**src/rtl/bus_arbiter_rr_n_in_1_out_pkg.sv**
```systemverilog
// Shared definitions for the round-robin N-to-1 bus arbiter.
//   arb_state_e   : arbiter FSM state (IDLE while choosing, LOCKED while a
//                   channel owns the output).
//   idx_to_onehot : index -> one-hot helper; callers truncate the result
//                   to their own width (supports up to 32 requesters).
package bus_arbiter_rr_n_in_1_out_pkg;

  typedef enum logic {
    IDLE   = 1'b0,
    LOCKED = 1'b1
  } arb_state_e;

  function automatic logic [31:0] idx_to_onehot(input int unsigned idx);
    logic [31:0] v;
    v = '0;
    v[idx[4:0]] = 1'b1;
    return v;
  endfunction

endpackage

```
**src/rtl/arbiter_rr_select.sv**
```systemverilog
// Combinational round-robin selector.
//   req    : per-channel request vector
//   rr_ptr : highest-priority channel index for this decision
//   idx    : first requesting channel at or after rr_ptr (wrapping)
//   valid  : at least one request is present
// The request vector is duplicated side by side and every bit below rr_ptr
// is masked off. The lowest surviving bit is then the winner. Hits in the
// upper copy are the wrapped-around channels.
module arbiter_rr_select #(
  parameter int NUM_REQUESTS = 4,
  parameter int ID_WIDTH     = $clog2(NUM_REQUESTS)
) (
  input  logic [NUM_REQUESTS-1:0] req,
  input  logic [ID_WIDTH-1:0]     rr_ptr,
  output logic [ID_WIDTH-1:0]     idx,
  output logic                    valid
);

  localparam int DW = 2 * NUM_REQUESTS;

  logic [DW-1:0] req_dbl;
  logic [DW-1:0] mask;
  logic [DW-1:0] masked;
  int            first_pos;

  always_comb begin
    req_dbl = {req, req};
    mask    = '0;
    for (int i = 0; i < DW; i++) begin
      mask[i] = (i >= int'(rr_ptr));
    end
    masked = req_dbl & mask;

    // Scan from the top so the lowest set bit is the last one written.
    first_pos = DW - 1;
    for (int i = DW - 1; i >= 0; i--) begin
      if (masked[i]) first_pos = i;
    end

    valid = |req;
    idx   = (first_pos >= NUM_REQUESTS) ? ID_WIDTH'(first_pos - NUM_REQUESTS)
                                        : ID_WIDTH'(first_pos);
  end

endmodule

```
**src/rtl/bus_arbiter_rr_n_in_1_out.sv**
```systemverilog
// N-requester to 1-output bus arbiter with round-robin fairness, packet
// locking, a burst cap and a registered output beat.
// Ports:
//   ap_clk, ap_rst_n : clock, asynchronous active-low reset
//   enable           : gates new grants only; a locked packet still finishes
//   in_valid/in_data/in_last/in_ready : per-channel beat streams
//   grant            : registered one-hot owner, zero when idle
//   out_valid/out_data/out_last/out_id/out_ready : shared output stream
//   dbg_state        : current FSM state
//
// Handshake: a beat moves on a rising edge when valid and ready are both high
// on that channel. A producer holds valid and its payload until accepted.
// Ready never depends on the same-channel valid. Here in_ready comes only
// from registered state and from out_valid/out_ready. The output register
// takes a new beat whenever it is empty or being drained in the same cycle.
module bus_arbiter_rr_n_in_1_out
  import bus_arbiter_rr_n_in_1_out_pkg::*;
#(
  parameter int NUM_REQUESTS = 4,
  parameter int BUS_WIDTH    = 64,
  parameter int ID_WIDTH     = $clog2(NUM_REQUESTS),
  parameter int MAX_BURST    = 16
) (
  input  logic                    ap_clk,
  input  logic                    ap_rst_n,
  input  logic                    enable,
  input  logic [NUM_REQUESTS-1:0] in_valid,
  input  logic [BUS_WIDTH-1:0]    in_data [0:NUM_REQUESTS-1],
  input  logic [NUM_REQUESTS-1:0] in_last,
  output logic [NUM_REQUESTS-1:0] in_ready,
  output logic [NUM_REQUESTS-1:0] grant,
  output logic                    out_valid,
  output logic [BUS_WIDTH-1:0]    out_data,
  output logic                    out_last,
  output logic [ID_WIDTH-1:0]     out_id,
  input  logic                    out_ready,
  output arb_state_e              dbg_state
);

  // MAX_BURST = 0 (unlimited) still gets a 1-bit counter.
  localparam int BCW = (MAX_BURST > 0) ? $clog2(MAX_BURST + 1) : 1;

  arb_state_e          state;
  logic [ID_WIDTH-1:0] rr_ptr;
  logic [ID_WIDTH-1:0] owner;
  logic [BCW-1:0]      beat_cnt;

  logic [ID_WIDTH-1:0] sel_idx;
  logic                sel_valid;
  logic                out_slot_free;
  logic                accept;
  logic                burst_done;
  logic                release_pkt;

  arbiter_rr_select #(
    .NUM_REQUESTS (NUM_REQUESTS),
    .ID_WIDTH     (ID_WIDTH)
  ) u_select (
    .req    (in_valid),
    .rr_ptr (rr_ptr),
    .idx    (sel_idx),
    .valid  (sel_valid)
  );

  assign out_slot_free = !out_valid || out_ready;
  // grant is one-hot on the owner while LOCKED, so it doubles as the mask.
  assign in_ready      = (state == LOCKED && out_slot_free) ? grant : '0;
  assign accept        = |(in_valid & in_ready);
  assign burst_done    = (MAX_BURST != 0) && (int'(beat_cnt) + 1 == MAX_BURST);
  assign release_pkt   = accept && (in_last[owner] || burst_done);
  assign dbg_state     = state;

  always_ff @(posedge ap_clk or negedge ap_rst_n) begin
    if (!ap_rst_n) begin
      state     <= IDLE;
      rr_ptr    <= '0;
      owner     <= '0;
      beat_cnt  <= '0;
      grant     <= '0;
      out_valid <= 1'b0;
      out_data  <= '0;
      out_last  <= 1'b0;
      out_id    <= '0;
    end else begin
      case (state)
        IDLE: begin
          if (enable && sel_valid) begin
            owner    <= sel_idx;
            grant    <= NUM_REQUESTS'(idx_to_onehot(32'(sel_idx)));
            beat_cnt <= '0;
            state    <= LOCKED;
          end
        end
        LOCKED: begin
          if (accept) beat_cnt <= beat_cnt + BCW'(1);
          // Release either on true end-of-packet or on the burst cap. In the
          // cap case the channel re-competes from behind everyone else.
          if (release_pkt) begin
            state  <= IDLE;
            grant  <= '0;
            rr_ptr <= (owner == ID_WIDTH'(NUM_REQUESTS - 1)) ? '0
                                                             : owner + ID_WIDTH'(1);
          end
        end
        default: state <= IDLE;
      endcase

      // Output register: load on accept, drain when downstream takes it.
      if (accept) begin
        out_valid <= 1'b1;
        out_data  <= in_data[owner];
        out_last  <= in_last[owner];
        out_id    <= owner;
      end else if (out_ready) begin
        out_valid <= 1'b0;
      end
    end
  end

endmodule

```
**config.mk**
```make
export PLATFORM = sky130hd
export DESIGN_NAME = bus_arbiter_rr_n_in_1_out
export DESIGN_NICKNAME = d
export VERILOG_FILES = /design/src/rtl/bus_arbiter_rr_n_in_1_out_pkg.sv /design/src/rtl/arbiter_rr_select.sv /design/src/rtl/bus_arbiter_rr_n_in_1_out.sv
export SDC_FILE = /design/constraint.sdc
export NUM_CORES = 1
export LEC_CHECK = 0
export CORE_UTILIZATION = 28
export DETAILED_ROUTE_END_ITERATION = 8
export DONT_BUFFER_PORTS = 1
export GPL_TIMING_DRIVEN = 0
export SLEW_MARGIN = 20
export SYNTH_ARGS = -nofsm -noshare
export SYNTH_HDL_FRONTEND = slang
export SYNTH_SLANG_ARGS = --single-unit
```
**constraint.sdc**
```tcl
create_clock -name ap_clk -period 2.3 [get_ports ap_clk]
set_clock_uncertainty 0.2 [all_clocks]
set_input_delay 0.23 -clock ap_clk [delete_from_list [all_inputs] [get_ports ap_clk]]
set_output_delay 0.23 -clock ap_clk [all_outputs]
set_load 0.005 [all_outputs]
```
* After elaboration in Yosys (flattened, before gate mapping) *
Index checks and enable logic that the tools add are counted.

word-level totals
  output and inout port bits = 77
  input bits = 268
  flip-flop bits (word level) = 82
  logic and storage cells = 72
  RAM bits = 0
  memories kept = 0
  ROM bits = 0
  latch bits = 0

cells by class
  multipliers = 0
  shift-type cells = 0
  magnitude comparators = 8
  $add $sub $neg = 4
  reduce and logical (&&, ||, !) cells = 14
  eq/ne operators = 5
  muxes and demuxes = 28
  bitwise logic cells = 4
  div/mod/pow operators = 0

operators by type and width
  cell                                                              number
  binary-select mux 64 bit (select 2 bit)                           1
  two-way mux 64 bit                                                2
  two-way mux 3 bit                                                 4
  two-way mux 4 bit                                                 3
  two-way mux 5 bit                                                 2
  one-hot mux 5 bit (2 select lines)                                1
  two-way mux 2 bit                                                 4
  one-hot mux 4 bit (2 select lines)                                1
  AND reduction 2 bit                                               4
  OR reduction 4 bit                                                2
  AND 7 bit                                                         1
  two-way mux 1 bit                                                 7
  adder 5 x 1 -> 6 bit, second input constant                       1
  equality test 6 x 5 -> 1 bit, second input constant               1
  greater-or-equal comparator 3 bit, second input constant          2
  less-than comparator 2 x 6 -> 1 bit, second input constant        1
  adder 5 x 1 -> 5 bit, second input constant                       1
  AND 4 bit                                                         1
  greater-or-equal comparator 1 x 2 -> 1 bit, first input constant  2
  logical AND 1 bit                                                 4
  != test 2 x 1 -> 1 bit, second input constant                     2
  less-than comparator 2 x 3 -> 1 bit, second input constant        1
  inverter 2 -> 3 bit                                               1
  adder 2 x 1 -> 2 bit, second input constant                       1
  12 further kinds                                                  13

* Logic depth before layout (Yosys ltp) *
Gate-level depths: netlist of run 1.

  depth after elaboration = 17
  mapped depth = 7
  mapped depth without buffers = 5

* Modules after synthesis *
Synthesis of run 1 repeated with hierarchy kept, for this count alone.

second synthesis, totals
  cells, all modules = 314
  area, all modules = 4,863.4 µm²

modules (own cells, without submodules)
  module                     area each (µm²)  instances  cells each  seq. area each (µm²)
  bus_arbiter_rr_n_in_1_out  4,772.1          1          299         2,052.0
  arbiter_rr_select          91.3             1          15          0.0

* Worst setup path after synthesis of run 1 *
No wires, ideal clock.

  kind = register -> register
  start = register owner[0]
  end = register out_data[24]
  setup slack = 0.282 ns
  library setup time = 0.125 ns
  arrival = 1.693 ns
  required time = 1.975 ns
  cell stages (with the launch flop) = 6
  buffers on the path = 3
  period minus slack after synthesis = 2.018 ns
  cell sequence = dfrtp_1 -> buf_2 -> buf_4 -> buf_2 -> mux4_2 -> mux2_2

on the way
  longest elaborated chain between the ends = 4

ends and longest elaborated chain
  element                                                RTL line                          RTL
  start, declared                                        bus_arbiter_rr_n_in_1_out.sv:45   logic [ID_WIDTH-1:0] owner;
  start signal, assigned                                 bus_arbiter_rr_n_in_1_out.sv:88   owner <= sel_idx;
  inverter 2 -> 3 bit (not written as such)              bus_arbiter_rr_n_in_1_out.sv:111  out_data <= in_data[owner];
  binary-select mux 64 bit (select 2 bit)                bus_arbiter_rr_n_in_1_out.sv:111
  two-way mux 64 bit (not written as such) (2 in a row)  bus_arbiter_rr_n_in_1_out.sv:111
  end signal, assigned                                   bus_arbiter_rr_n_in_1_out.sv:111
  end, declared                                          bus_arbiter_rr_n_in_1_out.sv:33   output logic [BUS_WIDTH-1:0] out_data,

No other way between the ends. The select of a mux whose other input is x is not followed.
A chain may end at the register's enable or synchronous reset.

* Worst setup path after layout of run 1 *
  start = register owner[1]
  end = register out_data[11]

Same word-level chain as after synthesis.

==> metrics.md, run 1 <==
| Metric | Value |
|---|---|
| Status | finished with violations |
| Failing checks | negative hold slack |
| CTS Hold Buffers Added | 1 |
| Clock power share | 18.7% |
| Share of cells above drive strength 1 | between 50% and 60% |
| Initial antenna violation count | 1 |
| Detailed Route WL | around 15 mm |
| Switching Fraction | 34.1% |
| Die Wd | 134 µm |
| Die height | between 100 and 150 µm |
| Peak VDD IR | 0.000479 V |
| Fin crit share | 96.0% |
| Wire per inst | 27.2 µm |
| #FFs+latches synth | 82 |
| Pwr Density | 1450 mW/mm² |
| GRT overflow | 0 |
| Vias | 3,077 |
| Seq/Total Area, Yosys | around 42% |
| CTS tree | done |
| Worst hold slack | -0.618 ns |
| Most used DFF post-synth | dfrtp_1 |
| Antenna viol nets, final | 0 |
| Sequential share of power | 34.9% |
| Commonest non-fill, non-tap cell in the layout | dfrtp_1 |
| Post-Synthesis Cells | 310 |
| Max_slew headroom | ~58% |
| Post-synth EDFFs | 0 |
| Crit path launch type | flop |
| Async set-reset flop share out of synthesis | 100% |
| CP Class | flop to flop |
| Total Neg Setup Slack | 0 ns |
| 1st-iter DRT viols | 98 |
| Synth Warn # | 0 |
| Port Buffers | 0 |
| Core box area | 0.0168 mm² |
| Largest net degree at the start of global routing | 83 |
| Max Freq | 0.453 GHz |
| Vias in the first global route | 3,527 |
| Global routing usage on met1 | between 10% and 20% |
| Fin nets | around 600 |
| Syn_area_per_cell | 15.7 µm² |
| Combined area of the multi-input logic cells | 0.00270 mm² |
| ANT cells | 0 |
| Post-route minimum period | 2.21 ns |
| GR Util met2 | between 20% and 30% |
| Clk Tree Root Cell | clkbuf_16 |
| Deepest clock path buffer count | 2 |
| GRT met3 Usage | 5.18% |
| DRC errors left | 0 |
| Die area | 0.0179 mm² |
| Placed cells | between 500 and 600 |
| Sink Count | 82 |
| Detail Placement HPWL | 12.0 mm |
| Gr usage total | 16.5% |
| Combinational power share | between 40% and 50% |
| Layer with the highest usage | met2 |
| P&R area growth vs syn | 13.6% |
| FP Rows | between 40 and 50 |
| Req. time, crit path | 2.32 ns |
| CP Launch Point | owner[1]$_DFFE_PN0P_ |
| Hold Violations, Final | 82 |
| Final std cells w/o fill | 548 |
| Reg-to-Reg Start | owner[1]$_DFFE_PN0P_ |
| Worst Path Arrival | 2.23 ns |
| Power, Total | 0.00801 W |
| Element type at the critical path end | flop |
| Maximum fanout along the worst path | 10 |
| Worst Max-Slew Pin Slew | 0.627 ns |
| Syn Nets | 580 |
| HP Class | input port to asynchronous set/reset pin |
| Library cells used by synthesis | 36 |
| Commonest non-fill, non-tap cells in the layout | dfrtp_1, mux2_2, mux4_2 |
| Register area | just over 0.002 mm² |
| Router iterations before antenna repair | 4 |
| Maximum capacitance violations | 0 |
| Starting density of the core | 29.0% |
| Fillers | roughly 1,700 |
| Total CTS buffers | 9 |
| NetSw | approximately 0.0027 W |
| Vias per std cell | 5.61 |
| H-tree level count | 3 |
| Ports | around 350 |
| First-pass GRT wire length | 21.4 mm |
| Leak | 2.12 nW |
| Pint | 0.00528 W |
| Final Slew Violations | 0 |
| Cell Area, Synth | 0.00487 mm² |
| RSZ-0062 raised after global routing | false |
| Clk_lat worst skew | 0.34 ns |
| Clk slew on worst S/H paths | 0.06 ns |
| Placer Congestion | 0.808 |
| Final Util | 32.9% |
| Setup violators final | 0 |
-- synth_stat cells, types with 4 or more instances --
cell type	count	area [µm²]
mux2_2	67	754
clkbuf_1	7	26.3
o21ai_0	7	35.0
inv_1	4	15.0
and3_1	5	31.3
dfrtp_1	82	2050
buf_2	14	70.1
mux4_2	65	1460
nand2_1	10	37.5
o21ai_1	5	25.0
-- area by class of cell --
type / count / area share (%)
inverters: 4 / 0.271
well taps: 220 / 4.97
flip-flops and latches: 82 / 37.1
plain buffers: 24 / 2.85
multi-input cells: 200 / 48.7
clock inverters: 3 / 1.18
clock buffers: 12 / 4.27
repair buffers: 3 / 0.678
-- logic make-up after synthesis --
kind of cell             count (synthesis)  synth area share [%]
XOR/XNOR                                 2                 0.359
AO/OA/AOI/OAI                           25                  3.64
adder cells (fa/ha/maj)                  2                 0.513
buffers and inverters                   28                  2.75
AND/OR/NAND/NOR                         33                  3.67
multiplexers                           138                  47.0
flip-flops                              82                  42.1
-- power by group through the flow --
stage                     Clock [W]  Combinational, W  Sequential [W]
final                       0.00150           0.00372         0.00279
after global routing        0.00161           0.00407         0.00287
after CTS                   0.00156           0.00373         0.00280
after detailed placement          0           0.00365         0.00283
after global placement            0           0.00354         0.00280
after floorplan                   0           0.00298         0.00260
-- layer usage --
layer / vias to the layer above / wire (µm) / part of all wire [%]
met5: - / 8 / 0.054
met4: 2 / 328 / 2.2
met3: 19 / 1400 / 9.4
met2: 202 / 7870 / 53
met1: 1591 / 5300 / 36
li1: 1263 / - / -
-- flip-flops by register name, summed over array words and instances (netlist names) --
name,flops
beat_cnt,5
dbg_state,1
grant,4
out_data,64
out_id,2
out_last,1
out_valid,1
owner,2
rr_ptr,2
-- timing repair --
action | CTS | global route
pin swaps | 1 | 1
buffers inserted | 0 | 2
endpoints found under the setup margin | 76 | 21
gates resized for setup | 13 | 4
hold endpoints to repair | 83 | 82
-- stage by stage --
stage	setup slack (ns)	cell area, µm²	hold slack [ns]
2_1_floorplan	0.282	4870	-0.266
3_3_place_gp	-0.329	5150	-0.263
3_5_place_dp	-0.332	5150	-0.263
4_1_cts	-0.00133	5500	-0.635
5_1_grt	0.0112	5540	-0.635
6_report	0.0911	5540	-0.618
-- final timing paths --
kind | end | cells after the start | slack, ns
setup reg to reg | out_data[11]$_DFFE_PN0P_ | 4 | 0.09
setup / recovery | out_data[11]$_DFFE_PN0P_ | 4 | 0.09
max in group asynchronous | out_data[27]$_DFFE_PN0P_ | 0 | 2.30
hold reg to reg | out_data[53]$_DFFE_PN0P_ | 1 | 0.34
min in group ap_clk | owner[1]$_DFFE_PN0P_ | 3 | 0.03
hold / removal | out_data[36]$_DFFE_PN0P_ | 0 | -0.62
-- critical path, stage by stage (launching register included) --
cell and delay (ns):
dfrtp_1 0.52, clkbuf_4 0.35, buf_2 0.33, mux4_2 0.40, mux2_2 0.29
(Power assumes the default switching activity.)
==> run 2, diff against run 1 <==
--- a/config.mk
+++ b/config.mk
@@ -9,6 +9,7 @@
 export DETAILED_ROUTE_END_ITERATION = 8
 export DONT_BUFFER_PORTS = 1
 export GPL_TIMING_DRIVEN = 0
+export PLACE_DENSITY_LB_ADDON = 0.12
 export SLEW_MARGIN = 20
 export SYNTH_ARGS = -nofsm -noshare
 export SYNTH_HDL_FRONTEND = slang
==> run 2 against run 1 <==
The flow still finishes with violations (negative hold slack). Cell count rose by 0.73%. Sequential share of layout area fell by 0.14 points. Setup slack improved by 0.025 ns. Critical path depth rose by 1. Worst hold slack got worse by 0.0013 ns. Global-route usage rose by 0.70 points. Count of clock-buffer cells in the layout did not move. Routed wire length rose by 3.4%. Maximum frequency rose by 1.1%. Register-to-register slack improved by 0.02 ns. Sequential power rose by 1%. Largest cell class unchanged.
==> metrics.md, run 2 (synthesized netlist as in run 1, its figures left out) <==
| Metric | Value |
|---|---|
| Vias per std cell | 5.53 |
| Max FFs per register | 64 |
| Detail Placement HPWL | around 12 mm |
| Reg-to-Reg Start | grant[1]$_DFFE_PN0P_ |
| Vias | 3,052 |
| Commonest non-fill, non-tap cell in the layout | dfrtp_1 |
| Met1 WL | 5.47 mm |
| Met3 routed WL | ~1.5 mm |
| CTS Hold Buffers Added | 1 |
| Detailed Route WL | 15.4 mm |
| Port Buffers | 0 |
| Die area | 0.0179 mm² |
| Initial antenna violation count | 3 |
| RSZ-0062 raised after global routing | false |
| Router iterations before antenna repair | 4 |
| Fin nets | 595 |
| Worst Path Arrival | around 2.2 ns |
| Worst Max-Slew Pin Slew | between 0.6 and 0.7 ns |
| Gr usage total | 17.2% |
| Leak | 2.12 nW |
| Maximum capacitance violations | 0 |
| Setup violators final | 0 |
| H-tree level count | 3 |
| Largest reg by FF count | out_data |
| Final Util | 33.0% |
| Die height | 134 µm |
| Final Slew Violations | 0 |
| Wire per inst | between 20 and 30 µm |
| Fillers | 1,688 |
| Sink Count | 82 |
| Ports | 345 |
| Clk slew on worst S/H paths | 0.06 ns |
| 1st-iter DRT viols | 153 |
| Largest net degree at the start of global routing | 83 |
| First-pass GRT wire length | between 20 and 25 mm |
| Element type at the critical path end | flop |
| Commonest non-fill, non-tap cells in the layout | dfrtp_1, mux2_2, mux4_2 |
| Power, Total | between 0.008 and 0.009 W |
| Placer Congestion | 0.784 |
| HP Class | input port to asynchronous set/reset pin |
| Worst hold slack | -0.619 ns |
| Length in cells of the worst reg-to-reg path | 5 |
| DR top layer | met5 |
| Antenna viol nets, final | 0 |
| DR WL met2 | 8.29 mm |
| P&R area growth vs syn | 14.0% |
| DRC errors left | 0 |
| Share of cells above drive strength 1 | 53.0% |
| Vias in the first global route | approximately 3,500 |
| Reg2reg setup slack | about 0.12 ns |
| Crit path launch type | flop |
| Max Freq | 0.458 GHz |
| Pwr Density | 1450 mW/mm² |
| Fin crit share | 95.0% |
| Deepest clock path buffer count | 2 |
| Clk Tree Root Cell | clkbuf_16 |
| Max_slew headroom | 58.9% |
| FP Rows | 47 |
| Crit Reg-Reg Endpoint | out_data[45]$_DFFE_PN0P_ |
| Hold Violations, Final | 82 |
| CP Class | flop to flop |
| CTS tree | done |
| Registers with the most flip-flops | out_data: 64 flops, beat_cnt: 5 flops, grant: 4 flops |
| Total CTS buffers | 9 |
| GRT overflow | 0 |
| Post-route minimum period | between 2 and 2.5 ns |
| Peak VDD IR | 0.000633 V |
| Core box area | 0.0168 mm² |
| Maximum fanout along the worst path | 10 |
| Starting density of the core | between 20 and 30% |
| Clk_lat worst skew | 0.34 ns |
| Status | finished with violations |
| Req. time, crit path | between 2 and 2.5 ns |
| Failing checks | negative hold slack |
| Die Wd | approximately 130 µm |
run 2: cell count changes in the layout (fill, tap and decap cells not counted), sizes merged:
| cell | delta |
|---|---|
| diode | +2 |
| clkinvlp | +2 |
| clkinv | -1 |
| clkbuf | +1 |
run 2: repair_timing:
action	in CTS	in global routing
pin swaps	1	1
setup buffers	2	1
endpoints found under the hold margin	83	82
setup endpoints to repair	76	25
gates resized for setup	10	7
run 2: critical path, stage by stage (launching register included):
cell and delay, ns:
dfrtp_1 0.44, a22o_1 0.29, o211ai_4 0.33, buf_4 0.19, buf_2 0.25, mux2_2 0.37
run 2: layout make-up:
cell class | instances | area, µm² | area share (%)
Inverter | 4 | 15.0 | 0.270
Buffer | 24 | 159 | 2.86
Clock buffer | 12 | 246 | 4.43
Clock inverter | 4 | 75.1 | 1.35
Sequential cell | 82 | 2050 | 36.9
Multi-Input combinational cell | 200 | 2700 | 48.5
Tap cell | 220 | 275 | 4.95
Timing Repair Buffer | 4 | 32.5 | 0.585
Antenna cell | 2 | 5.00 | 0.0900
run 2: metal layers:
metal	vias to the layer above	track usage, %
li1	1270	-
met1	1577	18.9
met2	193	31.0
met3	10	6.54
met4	2	3.98
met5	-	0
run 2: power by group:
group	switching [W]	internal [W]
clock	0.000586	0.000982
sequential	0.000647	0.00218
combinational	0.00155	0.00214
total	0.00279	0.00530
run 2: how the worst max path moves through the flow:
stage,startpoint,endpoint
global placement,owner[1]$_DFFE_PN0P_,out_data[30]$_DFFE_PN0P_
CTS,owner[0]$_DFFE_PN0P_,out_data[13]$_DFFE_PN0P_
detailed placement,owner[1]$_DFFE_PN0P_,out_data[25]$_DFFE_PN0P_
global route,grant[1]$_DFFE_PN0P_,out_data[46]$_DFFE_PN0P_
finish,grant[1]$_DFFE_PN0P_,out_data[45]$_DFFE_PN0P_
floorplan,owner[0]$_DFFE_PN0P_,out_data[24]$_DFFE_PN0P_
run 2: stage by stage:
stage                     instance area, µm²  hold slack (ns)  cells  setup TNS (ns)  worst slack (ns)
after global routing                    5550           -0.643    550               0           0.00903
after global placement                  5150           -0.263    530           -8.90            -0.330
after detailed placement                5150           -0.263    530          -10.82            -0.330
after CTS                               5530           -0.638    549               0            0.0187
after floorplan                         4870           -0.266    310               0             0.282
final                                   5560           -0.619    552               0             0.116
